## src/rtl/led_blink_sched_pkg.sv

```systemverilog
// Shared definitions for the LED blink scheduler: state encoding and
// default sizing constants.
package led_blink_sched_pkg;

  localparam int DEFAULT_WIDTH = 32;
  localparam int DEFAULT_GAP   = 16;

  typedef enum logic [1:0] {
    ST_IDLE = 2'd0,
    ST_ON   = 2'd1,
    ST_OFF  = 2'd2,
    ST_GAP  = 2'd3
  } state_t;

endpackage

```

## src/rtl/rr_arb2.sv

```systemverilog
// Two-way round-robin arbiter. A lone requester always wins; when both
// request, the one not served last wins. The pointer moves only when the
// grant is actually accepted, so a requester that drops VALID first leaves
// the arbitration order untouched.
module rr_arb2 (
  input  logic       CLK,
  input  logic       RST,
  input  logic       en,
  input  logic [1:0] req,
  input  logic       accept,
  output logic [1:0] gnt
);

  // Index of the requester served most recently; reset favours requester 0.
  logic last_q;

  // Grant selection, suppressed entirely when arbitration is disabled.
  always_comb begin
    // NOTE: every output of a combinational block gets a default first so no latch is inferred.
    gnt = 2'b00;
    if (en) begin
      if (req[0] && (!req[1] || last_q)) begin
        gnt = 2'b01;
      end else if (req[1]) begin
        gnt = 2'b10;
      end
    end
  end

  // Pointer update on an accepted grant.
  always_ff @(posedge CLK) begin
    // NOTE: sequential state is written with non-blocking assignments only.
    if (RST) begin
      last_q <= 1'b1;
    end else if (accept) begin
      last_q <= gnt[1];
    end
  end

endmodule

```

## src/rtl/led_blink_sched.sv

```systemverilog
// LED blink scheduler. Accepts blink commands from two requesters through a
// round-robin arbiter and plays NUM on/off cycles of HALF clocks each,
// followed by a fixed LED-off gap before the next command may start.
module led_blink_sched
  import led_blink_sched_pkg::*;
#(
  parameter int WIDTH = DEFAULT_WIDTH,
  parameter int GAP   = DEFAULT_GAP
) (
  input  logic             CLK,
  input  logic             RST,
  input  logic             REQ0_VALID,
  output logic             REQ0_READY,
  input  logic [7:0]       REQ0_NUM,
  input  logic [WIDTH-1:0] REQ0_HALF,
  input  logic             REQ1_VALID,
  output logic             REQ1_READY,
  input  logic [7:0]       REQ1_NUM,
  input  logic [WIDTH-1:0] REQ1_HALF,
  output logic             ULED,
  output logic             BUSY,
  output logic             DONE,
  output logic             OWNER
);

  localparam int GW = (GAP > 1) ? $clog2(GAP) : 1;
  localparam logic [WIDTH-1:0] ONE = WIDTH'(1);
  localparam logic [GW-1:0] GAP_LAST = GW'(GAP - 1);

  state_t           state_q, state_d;
  logic [WIDTH-1:0] phase_q, phase_d;
  logic [WIDTH-1:0] half_q, half_d;
  logic [7:0]       rem_q, rem_d;
  logic [GW-1:0]    gcnt_q, gcnt_d;
  logic             owner_q, owner_d;
  logic             uled_q;

  logic [1:0]       valid;
  logic [1:0]       gnt;
  logic             arb_en;
  logic             hs;
  logic             sel;
  logic [7:0]       num_sel;
  logic [WIDTH-1:0] half_sel;
  logic [WIDTH-1:0] half_fix;
  logic             phase_last;
  logic             gap_last;

  assign valid  = {REQ1_VALID, REQ0_VALID};
  assign arb_en = (state_q == ST_IDLE) && !RST;
  assign hs     = |(gnt & valid);
  assign sel    = gnt[1];

  rr_arb2 u_arb (
    .CLK    (CLK),
    .RST    (RST),
    .en     (arb_en),
    .req    (valid),
    .accept (hs),
    .gnt    (gnt)
  );

  assign REQ0_READY = gnt[0];
  assign REQ1_READY = gnt[1];

  assign num_sel  = sel ? REQ1_NUM  : REQ0_NUM;
  assign half_sel = sel ? REQ1_HALF : REQ0_HALF;
  // A zero half-period would never terminate a phase, so it is treated as one.
  assign half_fix = (half_sel == '0) ? ONE : half_sel;

  // half_q is never zero outside IDLE, so HALF-1 cannot wrap.
  assign phase_last = (phase_q == (half_q - ONE));
  assign gap_last   = (gcnt_q == GAP_LAST);

  // Next-state and datapath update for the blink sequencer.
  always_comb begin
    state_d = state_q;
    phase_d = phase_q;
    half_d  = half_q;
    rem_d   = rem_q;
    gcnt_d  = gcnt_q;
    owner_d = owner_q;
    case (state_q)
      ST_IDLE: begin
        if (hs) begin
          owner_d = sel;
          half_d  = half_fix;
          rem_d   = num_sel;
          phase_d = '0;
          gcnt_d  = '0;
          state_d = (num_sel != 8'd0) ? ST_ON : ST_GAP;
        end
      end
      ST_ON: begin
        if (phase_last) begin
          phase_d = '0;
          state_d = ST_OFF;
        end else begin
          phase_d = phase_q + ONE;
        end
      end
      ST_OFF: begin
        if (phase_last) begin
          phase_d = '0;
          if (rem_q != 8'd0) begin
            rem_d = rem_q - 8'd1;
          end
          state_d = (rem_q <= 8'd1) ? ST_GAP : ST_ON;
        end else begin
          phase_d = phase_q + ONE;
        end
      end
      ST_GAP: begin
        if (gap_last) begin
          gcnt_d  = '0;
          state_d = ST_IDLE;
        end else begin
          gcnt_d = gcnt_q + GW'(1);
        end
      end
      default: state_d = ST_IDLE;
    endcase
  end

  // State and datapath registers; the LED is registered from the next state.
  always_ff @(posedge CLK) begin
    if (RST) begin
      state_q <= ST_IDLE;
      phase_q <= '0;
      half_q  <= '0;
      rem_q   <= 8'd0;
      gcnt_q  <= '0;
      owner_q <= 1'b0;
      uled_q  <= 1'b0;
    end else begin
      state_q <= state_d;
      phase_q <= phase_d;
      half_q  <= half_d;
      rem_q   <= rem_d;
      gcnt_q  <= gcnt_d;
      owner_q <= owner_d;
      uled_q  <= (state_d == ST_ON);
    end
  end

  assign ULED  = uled_q;
  assign BUSY  = (state_q != ST_IDLE);
  assign OWNER = owner_q;
  // Reset in the last gap cycle aborts the command, so DONE is masked by RST.
  assign DONE  = (state_q == ST_GAP) && gap_last && !RST;

endmodule

```

## config.mk

```make
export PLATFORM = sky130hd
export DESIGN_NAME = led_blink_sched
export DESIGN_NICKNAME = d
export VERILOG_FILES = /design/src/rtl/led_blink_sched_pkg.sv /design/src/rtl/rr_arb2.sv /design/src/rtl/led_blink_sched.sv
export SDC_FILE = /design/constraint.sdc
export NUM_CORES = 1
export LEC_CHECK = 0
export CAP_MARGIN = 20
export CORE_AREA = 2 2 101 103
export DETAILED_ROUTE_END_ITERATION = 8
export DIE_AREA = 0 0 103 105
export PLACE_DENSITY = 0.85
export SYNTH_ARGS = -nofsm -noshare
export SYNTH_HDL_FRONTEND = slang
export SYNTH_HIERARCHICAL = 1
export SYNTH_SLANG_ARGS = --single-unit
```

## constraint.sdc

```tcl
create_clock -name CLK -period 8.7 [get_ports CLK]
set_input_delay 1.74 -clock CLK [delete_from_list [all_inputs] [get_ports CLK]]
set_output_delay 1.74 -clock CLK [all_outputs]
set_load 0.01 [all_outputs]
```

# After elaboration in Yosys (flattened, before gate mapping)
# Cells that the tools add are included.
dict set report word_totals {
  reg_bits 81
  in_bits 84
}
dict set report op_classes {
  bitwise_logic 1
  reduce_logical 21
  n_mux 23
  n_lt_le_gt_ge 1
  n_addsub 4
  eq_ne 9
}
# operator n
set op_table {}
lappend op_table {{2-to-1 mux 32 bit} 4}
lappend op_table {{one-hot mux 32 bit (2 select lines)} 1}
lappend op_table {{adder 32 x 1 -> 32 bit (second input constant)} 1}
lappend op_table {{equality test 32 bit} 1}
lappend op_table {{logical NOT 32 bit} 1}
lappend op_table {{2-to-1 mux 8 bit} 4}
lappend op_table {{subtractor 32 x 1 -> 32 bit (second input constant)} 1}
lappend op_table {{2-to-1 mux 2 bit} 9}
lappend op_table {{one-hot mux 8 bit (2 select lines)} 1}
lappend op_table {{nonzero test 8 bit} 2}
lappend op_table {{<= comparator 8 x 1 -> 1 bit (second input constant)} 1}
lappend op_table {{2-to-1 mux 4 bit} 2}
lappend op_table {{one-hot mux 2 bit (4 select lines)} 1}
lappend op_table {{one-hot mux 4 bit (2 select lines)} 1}
lappend op_table {{nonzero test 2 bit} 4}
lappend op_table {{subtractor 8 x 1 -> 8 bit (second input constant)} 1}
lappend op_table {{!= test 2 bit (second input constant)} 3}
lappend op_table {{AND reduction 2 bit} 3}
lappend op_table {{adder 4 x 1 -> 4 bit (second input constant)} 1}
lappend op_table {{equality test 2 x 1 -> 1 bit (second input constant)} 2}
lappend op_table {{equality test 2 bit (second input constant)} 2}
lappend op_table {{equality test 4 bit (second input constant)} 1}
lappend op_table {{logical AND 1 bit} 4}
lappend op_table {{AND reduction 4 bit} 1}
lappend op_table {{5 further kinds} 7}

# Depth between registers and ports, before layout
# Gate-level depths: netlist of run 1.
dict set report depth {
  depth_word 11
  ltp_mapped 15
}

# Modules after synthesis
# Netlist of run 1, hierarchy kept.
# module area_each_um2 cells_each n_inst seq_area_each_um2
set modules_own_cells {}
lappend modules_own_cells {led_blink_sched 5486.5 694 1 1601.5}
lappend modules_own_cells {rr_arb2 65.1 9 1 20.0}

# Worst setup path after synthesis of run 1
# No wires, ideal clock.
dict set report synth_timing {
  path_kind {input-to-output}
  start {input RST}
  end {output REQ1_READY}
  path_slack_ns 3.981
  arrival_ns 2.979
  stages 6
  required_ns 6.960
  cell_sequence {clkbuf_1 > clkbuf_1 > buf_1 > nor2_1 > and2_1 > and2_1}
}
dict set report synth_via {
  elab_chain_cells 3
}
# element line
set synth_lines {}
lappend synth_lines {{start: declaration} led_blink_sched.sv:11} ;# input logic RST,
lappend synth_lines {{logical NOT 1 bit} led_blink_sched.sv:50} ;# assign arb_en = (state_q == ST_IDLE) && !RST;
lappend synth_lines {{logical AND 1 bit} led_blink_sched.sv:50}
lappend synth_lines {{via arb_en} led_blink_sched.sv:40} ;# logic arb_en;
lappend synth_lines {{2-to-1 mux 2 bit} rr_arb2.sv:21} ;# if (en) begin
lappend synth_lines {{end: declaration} led_blink_sched.sv:17} ;# output logic REQ1_READY,
# The timed path passes the listed nets, and every way through them passes these cells.

# Final worst setup path of run 1
# Ends and elaborated chain as after synthesis.

==> results of run 1 <==
==> tightest hold or removal path, cell delays in order, from the launching register on <==
cell,delay (ns)
dfxtp_1,0.33
nand2_1,0.05
a21oi_1,0.05
==> registers in the layout, summed over array words and instances (netlist names) <==
| name | count |
|---|---|
| OWNER | 1 |
| ULED | 1 |
| gcnt_q | 4 |
| half_q | 32 |
| phase_q | 32 |
| rem_q | 8 |
| state_q | 2 |
| u_arb/last_q | 1 |
==> cells in the mapped netlist (all sizes together), types with 7 or more instances <==
master and n:
ha 9, buf 11, nor2 85, nor4 29, or2 7, o22ai 11, a211oi 38, nor3 27
xnor2 29, xor2 18, nand4 14, mux2i 39, inv 13, clkbuf 38, a21oi 25, dfxtp 81
o21ai 17, and3 12, or4 9, nand3 18, nand2 60, a21o 10, a211o 7
==> logic make-up after synthesis <==
kind of cell	count (synthesis)	synth area share (%)
adder cells (fa/ha/maj)	9	2.03
XOR/XNOR	47	7.41
AO/OA/AOI/OAI	164	21.4
flip-flops	81	29.2
AND/OR/NAND/NOR	301	28.2
multiplexers	39	7.03
buffers and inverters	62	4.71
==> area by class of cell <==
cell class                 instances  area [um^2]  share of cell area (%)
clock inverter                     3         40.0                   0.604
tap                              133          166                    2.51
multi-input combinational        560         3680                    55.5
inverter                          13         48.8                   0.736
sequential                        81         1620                    24.5
clock buffer                      13          149                    2.25
timing repair buffer              94          923                    13.9
==> per-layer routing <==
metal  vias to the layer above  GRT usage [%]  routed length, um
met5                         -              0                  0
met4                         0           10.2                349
met3                        33           4.55                932
met2                       238           39.9               6410
met1                      2533           35.8               6430
li1                       2736              -                  -
==> final timing paths <==
kind	slack, ns	cells after the start	endpoint	startpoint
setup / recovery	3.11	7	REQ1_READY	RST
hold / removal	0.48	2	rem_q[1]$_SDFFE_PP0P_	rem_q[1]$_SDFFE_PP0P_
setup reg to reg	4.11	9	phase_q[18]$_SDFFE_PP0P_	half_q[0]$_SDFFE_PP0P_
hold reg to reg	0.48	2	rem_q[1]$_SDFFE_PP0P_	rem_q[1]$_SDFFE_PP0P_
==> power breakdown <==
| group | switching, uW | total, uW | leakage [uW] | internal (uW) |
|---|---|---|---|---|
| sequential | 65.4 | 484 | 0.000658 | 418 |
| combinational | 394 | 685 | 0.00157 | 291 |
| clock | 134 | 274 | 0.0000974 | 140 |
==> stage by stage <==
step	hold WS, ns	area (um^2)
global route	0.513	6630
floorplan	0.449	5550
global placement	0.463	6440
CTS	0.481	6630
finish	0.477	6630
detailed placement	0.470	6440
==> results.md, run 1 <==
- Once layout is complete, the cells apart from fillers number roughly 900.
- Entering global routing, the biggest net connects 66 pins.
- The cell type with the largest total area after synthesis is dfxtp_1.
- The mean instance size in the synthesized netlist is 7.90 um^2.
- The power density over the cells is 218 nW/um^2.
- The slowest stage of the critical path is the clkdlybuf4s50_1 cell.
- The main flop type after synthesis is dfxtp_1.
- The row count is 36.
- Dividing the detail-routed wire length by the instance count gives 15.7 um.
- The sequential-to-total area share from yosys stat is 29.2%.
- Across every metal layer, demand over resource in global routing totals 25.9%.
- From bottom edge to top edge, the die measures roughly 110 um.
- The worst setup path is launched from an input pin.
- The number of instances in the synthesized netlist is about 700.
- The post-detailed-routing wire length is 14.1 mm.
- Once detail routing completed, the nets flagged for antenna violations numbered 0.
- The path class of the tightest hold or removal check is reg2reg.
- The first detailed-routing pass took 8 iterations.
- The cell count after placement is 881.
- Traced cell by cell, the critical path runs through buf_2 -> buf_4 -> nor2_1 -> and2_1 -> and2_2 -> buf_4 -> clkdlybuf4s50_1.
- In the post-route analysis, the smallest setup slack over all paths is 3.11 ns.
- The number of synthesized register bits is 81.
- At the worst endpoint, the required time is 6.96 ns.
- For the pin with the worst max-slew slack, the measured transition is about 0.95 ns.
- In this run the post-CTS setup repair buffer count came out at 0.
- 0 antenna diodes ended up in the layout.
- The wire length of the first global-routing pass is 22.7 mm.
- The end-of-flow core utilization is a little under 70%.
- Measured along the x axis, the die boundary spans approximately 100 um.
- After synthesis, the share of flip-flops with an asynchronous set or reset is 0%.
- The static leakage is 0.00233 uW.
- The routed layout has 5540 vias.
- The final critical path time including I/O delays and setup is 5.59 ns.
- The number of buffers inserted by port buffering is 89.
- The die footprint is 10800 um^2.
- The clock-pin slew on the worst setup and hold paths is 0.08 ns.
- TritonCTS created 9 clock buffers.
- Derived from the worst setup path, the maximum achievable clock frequency is 0.179 GHz.
- The cell seen most often among critical-path stages is buf_4.
- Counting every net in the synthesized netlist gives 796.
- The detailed-route vias per instance is 6.18.
- The count of endpoints failing setup in the final report is 0.
- The top fanout value on the critical path is 61.
- Summed over its instances, the top area cell type makes up 29.2% of the synthesized netlist area.
- For the final routed database, the setup TNS stands at 0 ns.
- The number of DRC violations after detailed-routing iteration 0 is 446.
- The global-route congestion overflow total is 0.
- The cell type group with the largest total delay on the critical path is buffers and inverters.
- After synthesis, the netlist uses 70 different library cells.
- The number of inserted filler cells in the final layout is 786.
- The synthesis warning total is 6.
- The number of max-slew violations in the final report is 0.
- The hold violation total from the final report was 0.
- On the final layout, the worst clock skew is approximately 0.012 ns.
- At the placement stage, the worst setup path has a slack of 3.05 ns.
- For the worst-skew pair, the clock arrives at the later sink with an insertion delay of 0.37 ns.
- Counting both buffers and inverters, the worst setup path holds a total of 4.
- The initial core utilization is 57.6%.
- In this run the tightest slew margin relative to its limit is about 37%.
- The maximum buffer depth of the clock tree is 2.
- The critical path is of the in2out type.
- The layout overhead on the synthesized area is 19.4%.
- After synthesis the cells add up to 5550 um^2.
- The data arrival time of the critical path is 3.85 ns.
- At the end of the flow, the number of nets in the layout was 852.
- After legalization and detailed placement, the total HPWL measured around 11 mm.
- The via count of the first global-routing pass is 4943.
- The cell sitting at the root of the clock tree is a clkbuf_8.
- The largest single stage delay on the critical path is between 0.6 and 0.7 ns.
- The worst path uses 64.2% of the clock period.
- The run finished with clean final reports.
- The largest voltage drop on the vdd net is 132 uV.
- The CTS tree is done.
- The post-route DRC violation count is 0.
- The nature of the critical path endpoint is a primary output.
- The placer congestion estimate is 0.873.
- The number of enable flip-flop cells after synthesis is 0.
- The top cell types in the final layout, fill and taps aside, are 88 x clkdlybuf4s50_1, 83 x nor2_1, 81 x dfxtp_1, 60 x nand2_1, 39 x mux2i_1.
- The library cell used most frequently in the layout, excluding fill and tap cells, is clkdlybuf4s50_1.
- The count of instances resized after the clock tree is built is 0.
- In the post-synthesis netlist, the biggest area contributors are dfxtp_1 29%, mux2i_1 7.0%, nor2_1 5.7%.
- After layout, the design draws a total of 1440 uW.
- Across the run, the number of max-cap violations was 0.
- The total area inside the core boundary comes to between 9000 and 10000 um^2.
- The post-cts hold buffer count is 0.
- 90 I/O pins were placed.
- The number of antenna violations at the first check in global routing was 0.
- The sink count of the clock tree is 81.
- Of the cells placed in the final design, the portion with a size suffix greater than 1 is 5.24%.
- Setup repair after global routing left no endpoint under its margin.
- The number of H-tree levels is 3.
No activity file was read; power rests on OpenSTA's default activity.
==> run 2, diff against run 1 <==
- CORE_AREA: 2 2 101 103 -> 2 2 110 112
- DIE_AREA: 0 0 103 105 -> 0 0 112 114
- PLACE_DENSITY: 0.85 -> 0.76
- clock period: 8.7 -> 4.7 ns (I/O delays scaled with it)
==> results.md, run 2 (synthesis gave the netlist of run 1 again) <==
- The flow ran to the end, and the final reports show no timing, DRC or antenna violations.
- Gates resized during post-CTS repair numbered 0.
- Once routing completed, OpenROAD measured the worst setup slack at between 0.6 and 0.7 ns.
- The first routing iteration left roughly 440 violations.
- Using the TritonRoute via totals, the vias-per-cell ratio works out to a little over 6.
- Setup repair after global routing left no endpoint under its margin.
- The data arrival time of the critical path is 3.07 ns.
- Summing internal, switching and leakage power gives 2930 uW.
- The non-filler instance count after layout is just over 900.
- The pin count of the biggest net entering global routing is 66.
- Clock-pin slew was measured on the worst setup and hold paths at 0.07 ns.
- Clock skew on the completed layout was measured at 0.0106 ns.
- Based on the critical path, the design can be clocked at up to 0.250 GHz.
- In this run the deepest clock path goes through 2 buffers.
- The number of CTS-inserted buffers is 9.
- The first detailed-routing pass ran for 5 iterations.
- OpenSTA, run right after detailed placement, puts the worst setup slack at about 0.81 ns.
- The tool flagged a number of max-cap violations equal to 0.
- Once the floorplan was initialized, standard cells occupied 47.4% of the core.
- STA classifies the critical path startpoint as a flop.
- The die footprint is 12800 um^2.
- The post-detailed-routing wire length is 14.9 mm.
- Subtracting the final worst setup slack from the clock period gives approximately 4 ns.
- The all-layer global routing usage is 23.3%.
- After filler insertion, the fill cell instance count of the layout stands at 1063.
- The largest registers in the layout are half_q: 32 flops, phase_q: 32 flops, rem_q: 8 flops.
- The number of antenna violations at the first check in global routing came to 0.
- The layout overhead on the synthesized area is 22.6%.
- TritonCTS built the clock tree.
- In this run the static leakage power is 0.00240 uW.
- The nature of the critical path endpoint is a primary output.
- The placer congestion estimate is 0.848.
- Global routing consumed, on the met3 layer, 2.87% of the routing resources.
- Along the worst path, the maximum fanout reaches 48.
- The die width is 112 um.
- The library cells used most frequently in the layout, excluding fill and tap cells, are 88 x clkdlybuf4s50_1, 83 x nor2_1, 81 x dfxtp_1, 60 x nand2_1, 39 x mux2i_1.
- The routed length per placed instance is 16.3 um.
- The via count of the first global-routing pass is 5121.
- The global-route congestion overflow total is 0.
- The fraction of layout cells with a size suffix above 1 is 6.00%.
- The clock latency reported for the late side of the worst-skew pair is 0.34 ns.
- The number of H-tree levels is 3.
- The sink count of the clock tree is 81.
- The number of max-slew violations in the final report is 0.
- The count of nets left with antenna violations once routing finished came out at 0.
- Port buffering added 89 buffers.
- The largest voltage drop on the vdd net is 184 uV.
- The final total negative setup slack is 0 ns.
- The met2 track utilization from global routing is 37.9%.
- The repair_antennas step left the layout with diodes totalling 0.
- The number of setup buffers added after CTS is 0.
- The wire length of the first global-routing pass is 24.7 mm.
- In this run, post-CTS hold repair placed 0 buffers.
- For met1 alone, demand over resource in global routing was roughly 33%.
- The count of endpoints failing setup in the final report is 0.
- The post-route DRC violation count is 0.
- After global routing, the most crowded layer is met2.
- The startpoint-to-endpoint class of the critical path is reg2out.
- The hold violation total from the final report came to 0.
- In this run the tightest slew margin relative to its limit is 37.4%.
- Cells fill 58.1% of the core in the end.
- Once detailed placement completed, the half-perimeter wirelength came to 11.3 mm.
- In the final design database the tool counted 856 nets.
- The slew of the pin with the lowest slew margin is 0.938 ns.
- The via total after detailed routing is 5553.
- The tree is rooted in a clkbuf_16.
- The row count is 40.
- The library cell used most frequently in the layout, excluding fill and tap cells, is clkdlybuf4s50_1.
- Of the available clock period, the critical path in the final layout requires 85.2%.
- In this run, placement finished with an instance count of between 800 and 900.
- The placeable core region is 11700 um^2.
- STA puts the critical path data required time at 3.76 ns.
- Dividing total power by cell area gives a power density of 430 nW/um^2.
- 90 I/O pins were placed.
- The die is ~110 um tall.
- The min-delay analysis places its worst path in the category reg2reg.
run 2: final timing paths:
| kind | start | end | slack [ns] | cells after the start |
|---|---|---|---|---|
| worst min register to register | rem_q[1]$_SDFFE_PP0P_ | rem_q[1]$_SDFFE_PP0P_ | 0.49 | 2 |
| worst min-delay path | rem_q[1]$_SDFFE_PP0P_ | rem_q[1]$_SDFFE_PP0P_ | 0.49 | 2 |
| worst max register to register | half_q[21]$_SDFFE_PP0P_ | phase_q[7]$_SDFFE_PP0P_ | 0.80 | 9 |
| worst max-delay path | state_q[0]$_SDFF_PP0_ | REQ1_READY | 0.69 | 8 |
run 2: critical path, stage by stage (launching register included):
cell and delay, ns:
dfxtp_1 0.34, inv_1 0.13, ha_1 0.33, inv_1 0.22, nor2_1 0.20, and2_1 0.16
and2_2 0.15, buf_4 0.53, clkdlybuf4s50_1 0.66
run 2: area by class of cell:
class	instances	area [um^2]	area share (%)
clock buffers	10	239	3.51
clock inverters	5	80.1	1.18
inverters	13	48.8	0.717
multi-input cells	560	3680	54.0
flip-flops and latches	81	1620	23.8
well taps	147	184	2.70
repair buffers	98	953	14.0
run 2: per-layer routing:
layer,wire (um),vias up
met2,6840,206
met5,0,-
met3,958,18
li1,-,2751
met4,206,0
met1,6860,2578
run 2: where the power goes:
group / total [uW] / internal, uW / switching [uW]
Sequential: 896 / 776 / 121
Combinational: 1280 / 546 / 733
Clock: 753 / 476 / 277
run 2: metrics by stage:
step	hold WS (ns)	instance area, um^2
after global routing	0.521	6800
after floorplan	0.449	5550
after detailed placement	0.476	6480
after CTS	0.484	6800
after global placement	0.465	6480
final	0.487	6800
